[src/rtl/dmem_arb_pkg.sv]
// Shared definitions for the data-memory arbiter.
//   DMEM_ADDR_W   : default memory address width (32 locations)
//   DMEM_DATA_W   : default data width
//   DMEM_LOCK_MAX : default bound on consecutive locked grants under contention
//   owner_t       : lock ownership state of the arbiter
package dmem_arb_pkg;

    localparam int DMEM_ADDR_W   = 5;
    localparam int DMEM_DATA_W   = 8;
    localparam int DMEM_LOCK_MAX = 4;

    typedef enum logic [1:0] {
        IDLE = 2'd0,
        OWN0 = 2'd1,
        OWN1 = 2'd2
    } owner_t;

endpackage

[src/rtl/dmem_arbiter_if.sv]
// One requester port of the data-memory arbiter.
//   req, lock, we, addr, wdata : requester -> arbiter (held stable until gnt)
//   gnt                        : arbiter -> requester, access completes this cycle
//   rvalid, rdata              : arbiter -> requester, read data one cycle after gnt
// Modports: master = requester side, slave = arbiter side.
interface dmem_arbiter_if #(
    parameter int ADDR_W = dmem_arb_pkg::DMEM_ADDR_W,
    parameter int DATA_W = dmem_arb_pkg::DMEM_DATA_W
);
    logic              req;
    logic              lock;
    logic              we;
    logic [ADDR_W-1:0] addr;
    logic [DATA_W-1:0] wdata;
    logic              gnt;
    logic              rvalid;
    logic [DATA_W-1:0] rdata;

    modport master (
        output req, lock, we, addr, wdata,
        input  gnt, rvalid, rdata
    );

    modport slave (
        input  req, lock, we, addr, wdata,
        output gnt, rvalid, rdata
    );
endinterface

[src/rtl/dmem_rr_pick.sv]
// Combinational two-way round-robin select.
//   req0, req1 : requests
//   prio       : 0 = port 0 wins a tie, 1 = port 1 wins a tie
//   gnt        : one-hot grant {port1, port0}, zero when nobody requests
module dmem_rr_pick (
    input  logic       req0,
    input  logic       req1,
    input  logic       prio,
    output logic [1:0] gnt
);

    always_comb begin
        gnt = 2'b00;
        if (req0 && (!req1 || !prio)) begin
            gnt = 2'b01;
        end else if (req1) begin
            gnt = 2'b10;
        end
    end

endmodule

[src/rtl/dmem_arbiter.sv]
// Arbiter sharing a single-port data memory between the CPU load/store path
// (p0) and the debug/DMA loader (p1). One access per cycle, round-robin on
// ties, with a bounded lock for read-modify-write bursts.
//   clk, rst_n       : clock, asynchronous active-low reset
//   p0, p1           : requester ports (dmem_arbiter_if.slave)
//   mem_addr/we/re/wdata : memory pins, driven from the winner, zero when idle
//   mem_rdata        : combinational memory read data
//
// state | meaning
// ------+-------------------------------------------------------------
// IDLE  | no lock held; winner chosen round-robin
// OWN0  | port 0 holds the lock; wins while req0 && lock0
// OWN1  | port 1 holds the lock; wins while req1 && lock1
module dmem_arbiter
    import dmem_arb_pkg::*;
#(
    parameter int ADDR_W   = DMEM_ADDR_W,
    parameter int DATA_W   = DMEM_DATA_W,
    parameter int LOCK_MAX = DMEM_LOCK_MAX
) (
    input  logic              clk,
    input  logic              rst_n,
    dmem_arbiter_if.slave     p0,
    dmem_arbiter_if.slave     p1,
    output logic [ADDR_W-1:0] mem_addr,
    output logic              mem_we,
    output logic              mem_re,
    output logic [DATA_W-1:0] mem_wdata,
    input  logic [DATA_W-1:0] mem_rdata
);

    localparam int CNT_W = $clog2(LOCK_MAX + 1);
    localparam logic [CNT_W-1:0] CNT_MAX = CNT_W'(LOCK_MAX - 1);

    owner_t            owner_q, owner_d;
    logic              prio_q, prio_d;
    logic [CNT_W-1:0]  cnt_q, cnt_d, cnt_inc;
    logic [1:0]        rr_gnt;
    logic [1:0]        win;
    logic [1:0]        rvalid_q;
    logic [DATA_W-1:0] rdata0_q, rdata1_q;

    dmem_rr_pick u_pick (
        .req0 (p0.req),
        .req1 (p1.req),
        .prio (prio_q),
        .gnt  (rr_gnt)
    );

    always_ff @(posedge clk or negedge rst_n) begin
        if (!rst_n) begin
            owner_q <= IDLE;
            prio_q  <= 1'b0;
            cnt_q   <= '0;
        end else begin
            owner_q <= owner_d;
            prio_q  <= prio_d;
            cnt_q   <= cnt_d;
        end
    end

    always_comb begin
        owner_d = IDLE;
        cnt_d   = '0;
        win     = rr_gnt;
        // Saturates so an uncontested lock can be held indefinitely.
        cnt_inc = (cnt_q == CNT_MAX) ? cnt_q : cnt_q + CNT_W'(1);

        if (owner_q == OWN0 && p0.req && p0.lock) begin
            win = 2'b01;
            // cnt_inc counts grants after the entry grant, so reaching
            // CNT_MAX means LOCK_MAX grants have gone to this port.
            if (!(p1.req && cnt_inc >= CNT_MAX)) begin
                owner_d = OWN0;
                cnt_d   = cnt_inc;
            end
        end else if (owner_q == OWN1 && p1.req && p1.lock) begin
            win = 2'b10;
            if (!(p0.req && cnt_inc >= CNT_MAX)) begin
                owner_d = OWN1;
                cnt_d   = cnt_inc;
            end
        end else if (rr_gnt[0] && p0.lock && (LOCK_MAX > 1 || !p1.req)) begin
            owner_d = OWN0;
        end else if (rr_gnt[1] && p1.lock && (LOCK_MAX > 1 || !p0.req)) begin
            owner_d = OWN1;
        end

        // Grants and memory strobes must fall as soon as reset asserts.
        if (!rst_n) begin
            win = 2'b00;
        end

        prio_d = prio_q;
        if (win[0]) begin
            prio_d = 1'b1;
        end else if (win[1]) begin
            prio_d = 1'b0;
        end
    end

    always_comb begin
        mem_addr  = '0;
        mem_wdata = '0;
        mem_we    = 1'b0;
        mem_re    = 1'b0;
        if (win[0]) begin
            mem_addr  = p0.addr;
            mem_wdata = p0.wdata;
            mem_we    = p0.we;
            mem_re    = !p0.we;
        end else if (win[1]) begin
            mem_addr  = p1.addr;
            mem_wdata = p1.wdata;
            mem_we    = p1.we;
            mem_re    = !p1.we;
        end
    end

    always_ff @(posedge clk or negedge rst_n) begin
        if (!rst_n) begin
            rvalid_q <= 2'b00;
            rdata0_q <= '0;
            rdata1_q <= '0;
        end else begin
            rvalid_q[0] <= win[0] && !p0.we;
            rvalid_q[1] <= win[1] && !p1.we;
            if (win[0] && !p0.we) begin
                rdata0_q <= mem_rdata;
            end
            if (win[1] && !p1.we) begin
                rdata1_q <= mem_rdata;
            end
        end
    end

    assign p0.gnt    = win[0];
    assign p1.gnt    = win[1];
    assign p0.rvalid = rvalid_q[0];
    assign p1.rvalid = rvalid_q[1];
    assign p0.rdata  = rdata0_q;
    assign p1.rdata  = rdata1_q;

endmodule

[src/flat_wrapper.sv]
// flat-port wrapper written by rule: the top's interface ports become plain ports
module dmem_arbiter_flat import dmem_arb_pkg::*;
#(
    parameter int ADDR_W   = DMEM_ADDR_W,
    parameter int DATA_W   = DMEM_DATA_W,
    parameter int LOCK_MAX = DMEM_LOCK_MAX
)
  (clk, rst_n, mem_addr, mem_we, mem_re, mem_wdata, mem_rdata, p0_req, p0_lock, p0_we, p0_addr, p0_wdata, p0_gnt, p0_rvalid, p0_rdata, p1_req, p1_lock, p1_we, p1_addr, p1_wdata, p1_gnt, p1_rvalid, p1_rdata);
  dmem_arbiter_if #(.ADDR_W(ADDR_W), .DATA_W(DATA_W)) p0_i ();
  dmem_arbiter_if #(.ADDR_W(ADDR_W), .DATA_W(DATA_W)) p1_i ();
  input  logic clk;
  input  logic rst_n;
  output logic [ADDR_W-1:0] mem_addr;
  output logic mem_we;
  output logic mem_re;
  output logic [DATA_W-1:0] mem_wdata;
  input  logic [DATA_W-1:0] mem_rdata;
  input wire logic [$bits(p0_i.req)-1:0] p0_req;
  input wire logic [$bits(p0_i.lock)-1:0] p0_lock;
  input wire logic [$bits(p0_i.we)-1:0] p0_we;
  input wire logic [$bits(p0_i.addr)-1:0] p0_addr;
  input wire logic [$bits(p0_i.wdata)-1:0] p0_wdata;
  output wire logic [$bits(p0_i.gnt)-1:0] p0_gnt;
  output wire logic [$bits(p0_i.rvalid)-1:0] p0_rvalid;
  output wire logic [$bits(p0_i.rdata)-1:0] p0_rdata;
  input wire logic [$bits(p1_i.req)-1:0] p1_req;
  input wire logic [$bits(p1_i.lock)-1:0] p1_lock;
  input wire logic [$bits(p1_i.we)-1:0] p1_we;
  input wire logic [$bits(p1_i.addr)-1:0] p1_addr;
  input wire logic [$bits(p1_i.wdata)-1:0] p1_wdata;
  output wire logic [$bits(p1_i.gnt)-1:0] p1_gnt;
  output wire logic [$bits(p1_i.rvalid)-1:0] p1_rvalid;
  output wire logic [$bits(p1_i.rdata)-1:0] p1_rdata;
  assign p0_i.req = p0_req;
  assign p0_i.lock = p0_lock;
  assign p0_i.we = p0_we;
  assign p0_i.addr = p0_addr;
  assign p0_i.wdata = p0_wdata;
  assign p0_gnt = p0_i.gnt;
  assign p0_rvalid = p0_i.rvalid;
  assign p0_rdata = p0_i.rdata;
  assign p1_i.req = p1_req;
  assign p1_i.lock = p1_lock;
  assign p1_i.we = p1_we;
  assign p1_i.addr = p1_addr;
  assign p1_i.wdata = p1_wdata;
  assign p1_gnt = p1_i.gnt;
  assign p1_rvalid = p1_i.rvalid;
  assign p1_rdata = p1_i.rdata;
  dmem_arbiter #(.ADDR_W(ADDR_W), .DATA_W(DATA_W), .LOCK_MAX(LOCK_MAX)) u_core (.clk(clk), .rst_n(rst_n), .p0(p0_i), .p1(p1_i), .mem_addr(mem_addr), .mem_we(mem_we), .mem_re(mem_re), .mem_wdata(mem_wdata), .mem_rdata(mem_rdata));
endmodule
[config.mk]
export PLATFORM = sky130hd
export DESIGN_NAME = dmem_arbiter_flat
export DESIGN_NICKNAME = d
export VERILOG_FILES = /design/src/rtl/dmem_arb_pkg.sv /design/src/rtl/dmem_arbiter_if.sv /design/src/rtl/dmem_rr_pick.sv /design/src/rtl/dmem_arbiter.sv /design/src/flat_wrapper.sv
export SDC_FILE = /design/constraint.sdc
export NUM_CORES = 1
export LEC_CHECK = 0
export ABC_AREA = 0
export CELL_PAD_IN_SITES_DETAIL_PLACEMENT = 0
export CELL_PAD_IN_SITES_GLOBAL_PLACEMENT = 1
export CORE_MARGIN = 2
export CORE_UTILIZATION = 24
export CTS_CLUSTER_DIAMETER = 40
export DETAILED_ROUTE_END_ITERATION = 12
export MAX_ROUTING_LAYER = met4
export PLACE_DENSITY_LB_ADDON = 0.1
export SYNTH_ARGS = -nofsm -noshare
export SYNTH_HDL_FRONTEND = slang
export SYNTH_SLANG_ARGS = --single-unit
[constraint.sdc]
create_clock -name clk -period 1.7 [get_ports clk]
set_input_delay 0.17 -clock clk [delete_from_list [all_inputs] [get_ports clk]]
set_output_delay 0.17 -clock clk [all_outputs]
set_load 0.01 [all_outputs]
==> impl_metrics.ini, run 1 <==
[route]
drc = 0
firstDrtPassIters = 4
highest_layer = met3
wl_met1_microns = 1882
ant_nets = 0
wl_per_cell_microns = 13.85
drt_iter0_markers = 51
routed-wl-met3_microns = 208
routed-wl-met2_microns = 2190
totalWireLength_microns = 4281
num_vias = 1390
vias_per_cell = 4.498

[timing]
finalSetupViolations = 33
setup_ws_ns = -0.1895
worst_slew_pin_slew_ns = 0.3216
fin_crit_ns = 1.889
report.final.slew_viol_count = 0
whs_ns = 0.3131
timing.fmax_ghz = 0.5293
fin_crit_sh_pct = 111.1
finClkSkew_ns = 0.001677
rsz0062_at_grt = yes
max-slew-margin-rel_pct = 78.56
hold_viol_final = 0

[floorplan]
io_pins = 77
core-area_sq_mm = 0.005107
num_rows = 26
die_h_microns = 76.92
dieArea_sq_mm = 0.005917
dieWidth_microns = 76.92
start_util_pct = 24.99

[power_and_ir_drop]
vdd_drop_max_uv = 586.3
p_total_uw = 2129
powerDensity_mw_per_mm2 = 845.1
p_leak_uw = 0.001186

[layout]
layout.nets = 283
nFillCells = 486
fin_util_pct = 49.31
syn2layout_area_growth_pct = 97.35
antennaDiodeCount = 0
design_area_sq_mm = 0.002519
drive_gt1_share_pct = 35.98

[synth]
async_flop_share_pct = 100.0
synthAdderAreaFrac_pct = 0.9804
yosysMostFrequentCell = nand3_1
syn-num-nets = 172
synth_top_family_by_area = simple AND/OR/NAND/NOR gates
synthCells = 129
synth_flop_cell = dfrtp_1
yosysUniqueCellTypes = 31
synthTopCellsByCount = nand3_1 (28), dfrtp_1 (24), nand2_1 (18)
synth-xor-area-share_pct = 0.6863
synth_seq_area_share_pct = 47.06
yosysWarnings = 0
synthTopCellsByArea = dfrtp_1 (47%), mux2_2 (14%), nand3_1 (11%), nand2_1 (5.3%), and2_1 (1.5%)
synthSimpleGateAreaFrac_pct = 27.06
synth.area.mux_share_pct = 14.90
synth_seq_cells = 24
synth_compound_area_share_pct = 5.980
synth_edf_count = 0
synth_top_area_share_pct = 47.06
post_synth_instance_area_sq_mm = 0.001276
synth.avg_cell_area_sq_um = 9.893
synth_area_leader_cell = dfrtp_1

[placement]
gp_congestion = 0.8098
dpl_cell_area_sq_mm = 0.002237
hpwlAfterDp_microns = 3132
io_buffers = 76

[global_route]
antenna_found_initial = 0
grt_pass1_vias = 1441
grt_pass1_wl_microns = 7113
grt-ovfl-total = 0
grt_max_degree = 25
grt_usage_pct = 15.22

[setup_path]
crit_fanout = 3
reg2regPathDepth = 8
timing_worst_setup_path_type = flip-flop to output pin
cp-end-kind = output pin
r2r_setup_slack_ns = -0.15
crit_required_ns = 1.53
critPathCapture = mem_re
cpMostUsedCell = buf_6
worstPathArrival_ns = 1.72
slowest_delay_ns = 0.41
crit_start = u_core.owner_q[1]
start_kind = flip-flop
crit_chain = buf_4 > nor2b_4 > o221a_4 > buf_6 > nor3b_4 > or2_4 > buf_6
r2r_end = u_core.p1.rdata[3]
slowest_stage = dfrtp_1
r2r_start = u_core.owner_q[1]

[cts]
htreeDepth = 1
hold_buffers = 0
cts_buffers = 3
clk_pin_slew_worst_paths_ns = 0.08
cts_tree = yes
clockBufferDepth = 2
clock_latency_ns = 0.26
cts.sinks = 24
root_buffer = clkbuf_8

[job]
max_cap_violations = 0

[min_path]
hold_class = primary input to async pin

[outcome]
status = complete, but fails checks
violations = negative setup slack
[what timing repair did]
action	4_1_cts	5_1_grt
setup endpoints to repair	25	37
gates resized for setup	97	10
buffers inserted	17	1
gates cloned	2	0
pin swaps	4	6
[stage by stage]
step,TNS [ns],instances,worst slack [ns]
2_1_floorplan,0,129,0.09824
3_3_place_gp,-12.07,286,-0.5061
3_5_place_dp,-12.36,286,-0.5294
4_1_cts,-3.887,309,-0.1780
5_1_grt,-6.555,309,-0.2718
6_report,-3.306,309,-0.1895
[registers in the layout, summed over array words and instances, names as in the netlist]
register         flops
u_core.p0.rdata      8
u_core.p1.rdata      8
u_core.cnt_q         3
u_core.owner_q       2
u_core.rvalid_q      2
u_core.prio_q        1
[where the power goes]
group	switching [uW]	internal [uW]	leakage [uW]
clock network	176	314	0.0000357
registers	67.6	686	0.000297
logic	320	565	0.000852
[worst min path at each step]
stage	start	to	slack (ns)	cells after the start
2_1_floorplan	rst_n	u_core.cnt_q[0]	-0.13	0
3_3_place_gp	u_core.p0.rdata[4]	u_core.p0.rdata[4]	0.49	1
3_5_place_dp	u_core.p0.rdata[7]	u_core.p0.rdata[7]	0.50	1
4_1_cts	rst_n	u_core.owner_q[0]	0.32	2
5_1_grt	rst_n	u_core.prio_q	0.33	2
6_report	rst_n	u_core.p1.rdata[0]	0.31	2
[worst max-delay path: cells and delay by family (launching register included)]
kind | cells | cell delay, ns
buffers and inverters | 3 | 0.38
AOI/OAI and AO/OA | 1 | 0.23
and+or+nand+nor | 3 | 0.43
DFF | 1 | 0.41
[cell usage in the layout (no fill, tap or decap), types with 2 or more instances in the layout]
cell and instances:
clkdlybuf4s50_1 57, buf_4 27, nand3_1 25, dfrtp_1 24, nand2_1 17, buf_2 15, mux2_4 11, buf_6 10
mux2_2 5, inv_1 4, nor2_1 4, and2_1 3, nand3_2 3, clkbuf_8 3, nand2b_1 2, nor2b_1 2
o21ai_0 2, dlygate4sd2_1 2
[routing by layer]
layer	GRT usage, %	vias to the layer above
li1	-	677
met1	19.44	680
met2	25.00	33
met3	3.412	0
met4	2.727	0
met5	-	-
[layout make-up]
cell class / instances / area, sq um / area share [%]
timing repair buffer: 112 / 998.5 / 39.64
multi-input combinational: 95 / 745.7 / 29.61
sequential: 24 / 600.6 / 23.84
tap: 70 / 87.58 / 3.477
clock buffer: 3 / 41.29 / 1.639
clock inverter: 1 / 30.03 / 1.192
inverter: 4 / 15.01 / 0.5961
[cell families after synthesis]
family | Yosys count
AO/OA/AOI/OAI | 10
XOR/XNOR | 1
adder cells (fa/ha/maj) | 1
buffers and inverters | 10
flip-flops | 24
multiplexers | 17
AND/OR/NAND/NOR | 66
Power figures use the tool's default switching activity.
==> inputs of run 2 (changes only) <==
--- a/config.mk
+++ b/config.mk
@@ -8,12 +8,12 @@
 export ABC_AREA = 0
 export CELL_PAD_IN_SITES_DETAIL_PLACEMENT = 0
 export CELL_PAD_IN_SITES_GLOBAL_PLACEMENT = 1
-export CORE_MARGIN = 2
 export CORE_UTILIZATION = 24
 export CTS_CLUSTER_DIAMETER = 40
 export DETAILED_ROUTE_END_ITERATION = 12
 export MAX_ROUTING_LAYER = met4
 export PLACE_DENSITY_LB_ADDON = 0.1
+export REMOVE_ABC_BUFFERS = 1
 export SYNTH_ARGS = -nofsm -noshare
 export SYNTH_HDL_FRONTEND = slang
 export SYNTH_SLANG_ARGS = --single-unit
==> run 2 against run 1 <==
Compared with the run above: the flow still finishes with violations (negative setup slack); clock-buffer cell count is the same; hold slack gained 0.022 ns; clock skew up 0.0031 ns; worst setup slack improved by 0.12 ns; die area down 5.1%; largest power group unchanged; highest routed layer is now met4.
==> impl_metrics.ini, run 2 (same netlist as run 1, synthesis figures left out) <==
[placement]
hpwlAfterDp_microns = 3070
io_buffers = 76
dpl_cell_area_sq_mm = 0.002230
placedCellCount = 285
gp_congestion = 0.7739

[setup_path]
crit_fanout = 3
start_kind = flip-flop
slowest_delay_ns = 0.40
crit_chain = nand2b_4 > o221a_4 > nor3b_4 > or2_4 > buf_6
slowest_stage = dfrtp_1
critPathBufInv = 1
crit_required_ns = 1.53
cp-end-kind = output pin
r2r_start = u_core.owner_q[0]
worstPathArrival_ns = 1.60
timing_worst_setup_path_type = flip-flop to output pin
crit_start = u_core.owner_q[0]
crit_family = simple AND/OR/NAND/NOR gates

[floorplan]
dieArea_sq_mm = 0.005613
die_h_microns = 74.92
core-area_sq_mm = 0.005107
num_rows = 26
start_util_pct = 24.99
io_pins = 77
dieWidth_microns = 74.92

[layout]
layout.cells.non_filler = 296
drive_gt1_share_pct = 37.17
design_area_sq_mm = 0.002504
layout.nets = 270
antennaDiodeCount = 0
fin_util_pct = 49.02
layout_common_cells = clkdlybuf4s50_1 (58), dfrtp_1 (22), nand3_1 (19)
syn2layout_area_growth_pct = 96.18
final_common_cell = clkdlybuf4s50_1

[route]
ant_nets = 0
vias_per_cell = 4.686
wl_per_cell_microns = 14.76
num_vias = 1387
totalWireLength_microns = 4368
firstDrtPassIters = 4
drt_iter0_markers = 68
drc = 0

[min_path]
hold_class = primary input to async pin

[timing]
report.final.slew_viol_count = 0
max-slew-margin-rel_pct = 78.98
fin_crit_sh_pct = 103.8
timing.fmax_ghz = 0.5666
rsz0062_at_grt = yes
finalSetupViolations = 18
finClkSkew_ns = 0.004822
hold_viol_final = 0
worst_slew_pin_slew_ns = 0.3153
tns_ns = -0.8168
setup_ws_ns = -0.06503
fin_crit_ns = 1.765

[cts]
cts_buffers = 3
root_buffer = clkbuf_8
hold_buffers = 0
clk_pin_slew_worst_paths_ns = 0.09
cts.sinks = 24
clockBufferDepth = 2
htreeDepth = 1
cts_tree = yes
clock_latency_ns = 0.27

[power_and_ir_drop]
sw_frac_of_total_pct = 27.28
power.internal_uw = 1544
p_clk_share_pct = 23.7
switching_power_uw = 579.3
seq_power_share_pct = 35.8
p_total_uw = 2123
p_comb_share_pct = 40.5
p_leak_uw = 0.001148
powerDensity_mw_per_mm2 = 848.1
vdd_drop_max_uv = 642.1

[global_route]
grt_usage_pct = 15.77
grt-ovfl-total = 0
grt_max_degree = 25
grt_pass1_wl_microns = 6575
grt_pass1_vias = 1409
antenna_found_initial = 0

[job]
max_cap_violations = 0

[outcome]
status = complete, but fails checks
violations = negative setup slack
## run 2: power groups by stage
stage	sequential, uW	clock [uW]	combinational, uW
3_5_place_dp	761	0	745
4_1_cts	756	513	820
6_report	760	502	860
5_1_grt	775	542	920
3_3_place_gp	754	0	743
2_1_floorplan	805	0	215
## run 2: final timing paths
check                                     end  slack [ns]  cells after the start
max in group asynchronous       u_core.prio_q        1.05                      4
max reg2reg                u_core.p1.rdata[7]       -0.05                      6
min in group clk            u_core.owner_q[1]        0.47                      3
min                         u_core.owner_q[0]        0.33                      2
max                                    mem_re       -0.07                      5
min reg2reg                u_core.p0.rdata[5]        0.52                      1
## run 2: stage by stage
stage	worst slack [ns]	hold slack, ns
6_report	-0.06503	0.3349
4_1_cts	-0.1232	0.3375
3_5_place_dp	-0.5145	0.4962
2_1_floorplan	-0.1675	-0.1256
5_1_grt	-0.1415	0.3474
3_3_place_gp	-0.5182	0.4885
## run 2: metal layers
metal	vias up	GRT usage, %	wire length [microns]
met2	39	27.73	2384
met1	692	18.80	1810
met4	0	2.516	47
met3	8	3.347	126
li1	648	-	-
met5	-	-	0
## run 2: cell type report
cell class | count | area, sq um
fill | 482 | 2604
clock inverter | 1 | 30.03
clock buffer | 3 | 41.29
multi-input combinational | 95 | 814.5
tap | 70 | 87.58
inverter | 4 | 15.01
timing repair buffer | 99 | 912.1
sequential | 24 | 603.1
## run 2: timing repair
item | in CTS | in global routing
pin swaps | 26 | 7
gates cloned | 1 | 0
hold endpoints to repair | 0 | 0
buffers inserted | 3 | 4
resized for setup | 108 | 18
endpoints found under the setup margin | 25 | 37
==> inputs of run 3 (changes only) <==
--- a/config.mk
+++ b/config.mk
@@ -14,6 +14,7 @@
 export MAX_ROUTING_LAYER = met4
 export PLACE_DENSITY_LB_ADDON = 0.1
 export REMOVE_ABC_BUFFERS = 1
+export SETUP_SLACK_MARGIN = 0.3
 export SYNTH_ARGS = -nofsm -noshare
 export SYNTH_HDL_FRONTEND = slang
 export SYNTH_SLANG_ARGS = --single-unit
==> run 3 against run 2 <==
Compared with the run above: the run still ends with negative setup slack left; sequential power about the same; global-route usage about the same; clock skew decreased by 0.0028 ns; critical path depth increased by 1; maximum frequency decreased by 0.79%; hold slack improved by 0.010 ns; wire length increased by 2.5%; final cell count increased by 1.0%; critical endpoint unchanged.
==> impl_metrics.ini, run 3 (same netlist as run 1, synthesis figures left out) <==
[global_route]
grt_usage_pct = 15.74
grt_max_degree = 25
grt_pass1_wl_microns = 6582
grt_pass1_vias = 1400
antenna_found_initial = 0
grt-ovfl-total = 0

[timing]
max-slew-margin-rel_pct = 77.48
finClkSkew_ns = 0.002052
rsz0062_at_grt = yes
report.final.slew_viol_count = 0
worst_slew_pin_slew_ns = 0.3378
whs_ns = 0.3451
fin_crit_ns = 1.779
setup_ws_ns = -0.07900
finalSetupViolations = 19
timing.fmax_ghz = 0.5621
fin_crit_sh_pct = 104.6
hold_viol_final = 0

[floorplan]
io_pins = 77
dieArea_sq_mm = 0.005613
core-area_sq_mm = 0.005107
dieWidth_microns = 74.92
die_h_microns = 74.92
num_rows = 26
start_util_pct = 24.99

[cts]
htreeDepth = 1
cts_buffers = 3
hold_buffers = 0
clk_pin_slew_worst_paths_ns = 0.09
clockBufferDepth = 2
cts_tree = yes
root_buffer = clkbuf_8
clock_latency_ns = 0.26
cts.sinks = 24

[setup_path]
crit_required_ns = 1.53
start_kind = flip-flop
worstPathArrival_ns = 1.61
cp-end-kind = output pin
crit_fanout = 3
timing_worst_setup_path_type = flip-flop to output pin

[placement]
dpl_cell_area_sq_mm = 0.002230
hpwlAfterDp_microns = 3070
placedCellCount = 285
gp_congestion = 0.7739
io_buffers = 76

[layout]
final_common_cell = clkdlybuf4s50_1
design_area_sq_mm = 0.002611
syn2layout_area_growth_pct = 104.6
layout.nets = 273
seq_area_sq_um = 603.1
layout.cells.non_filler = 299
fin_util_pct = 51.13
drive_gt1_share_pct = 42.79
nFillCells = 481
antennaDiodeCount = 0
layout_common_cells = clkdlybuf4s50_1 (58), dfrtp_1 (22), nand2_1 (15), nand3_2 (15), buf_4 (15)
multi_input_comb_area_sq_um = 865.8

[min_path]
hold_class = primary input to async pin

[route]
drc = 0
vias_per_cell = 4.625
ant_nets = 0
num_vias = 1383
totalWireLength_microns = 4477
firstDrtPassIters = 4
drt_iter0_markers = 57
wl_per_cell_microns = 14.97

[outcome]
violations = negative setup slack
status = complete, but fails checks

[job]
max_cap_violations = 0

[power_and_ir_drop]
p_leak_uw = 0.001175
p_total_uw = 2154
vdd_drop_max_uv = 644.9
powerDensity_mw_per_mm2 = 824.8
-- run 3: cell types whose count changed in the layout (fill, tap and decap cells not counted), sizes merged --
cell / previous run / this run
clkbuf: 3 / 4
buf: 40 / 42
-- run 3: timing repair --
| item | in CTS | in global routing |
|---|---|---|
| gates resized for setup | 105 | 32 |
| pin swaps | 31 | 24 |
| hold endpoints to repair | 0 | 0 |
| setup buffers | 4 | 3 |
| cloned | 1 | 2 |
| setup endpoints to repair | 37 | 40 |
-- run 3: final cells by class --
class / count / share of cell area (%)
Clock buffer: 3 / 1.581
Clock inverter: 1 / 1.150
Inverter: 4 / 0.5750
Multi-Input combinational cell: 95 / 33.16
Sequential cell: 24 / 23.10
Tap cell: 70 / 3.354
Timing Repair Buffer: 102 / 37.09
-- run 3: path summary, 6_finish.rpt --
check | slack (ns) | startpoint | depth (start not counted) | endpoint
setup / recovery | -0.08 | u_core.prio_q | 6 | mem_re
hold / removal | 0.35 | rst_n | 2 | u_core.owner_q[0]
setup reg to reg | -0.04 | u_core.prio_q | 6 | u_core.p1.rdata[7]
hold reg to reg | 0.52 | u_core.p0.rdata[5] | 1 | u_core.p0.rdata[5]
max in group asynchronous | 1.05 | rst_n | 4 | u_core.prio_q
min in group clk | 0.49 | p1_req | 3 | u_core.owner_q[1]
-- run 3: report_power, final --
group	total, uW	switching (uW)	internal, uW
Combinational	897	336	560
Sequential	758	71.0	687
Clock	500	185	315
Total	2150	592	1560
-- run 3: per-layer routing --
metal  track usage [%]  part of all wire [%]  vias to the layer above
li1                  -                     -                      654
met1             19.22                    43                      703
met2             26.93                    53                       24
met3             3.481                   2.7                        2
met4             2.725                  0.51                        0
met5                 -                     0                        -
-- run 3: through the flow --
stage               setup TNS [ns]  setup slack [ns]
global route                -2.581           -0.1473
global placement            -12.07           -0.5182
CTS                         -2.431           -0.1232
detailed placement          -12.22           -0.5145
finish                     -0.9786          -0.07900
floorplan                   -1.599           -0.1675
-- run 3: worst max-delay path, cell delays in order, from the launching register on --
cell and delay, ns:
dfrtp_2 0.46, a21oi_4 0.18, o221ai_4 0.13, buf_6 0.13, nor3_4 0.19, or2_4 0.16, buf_6 0.09
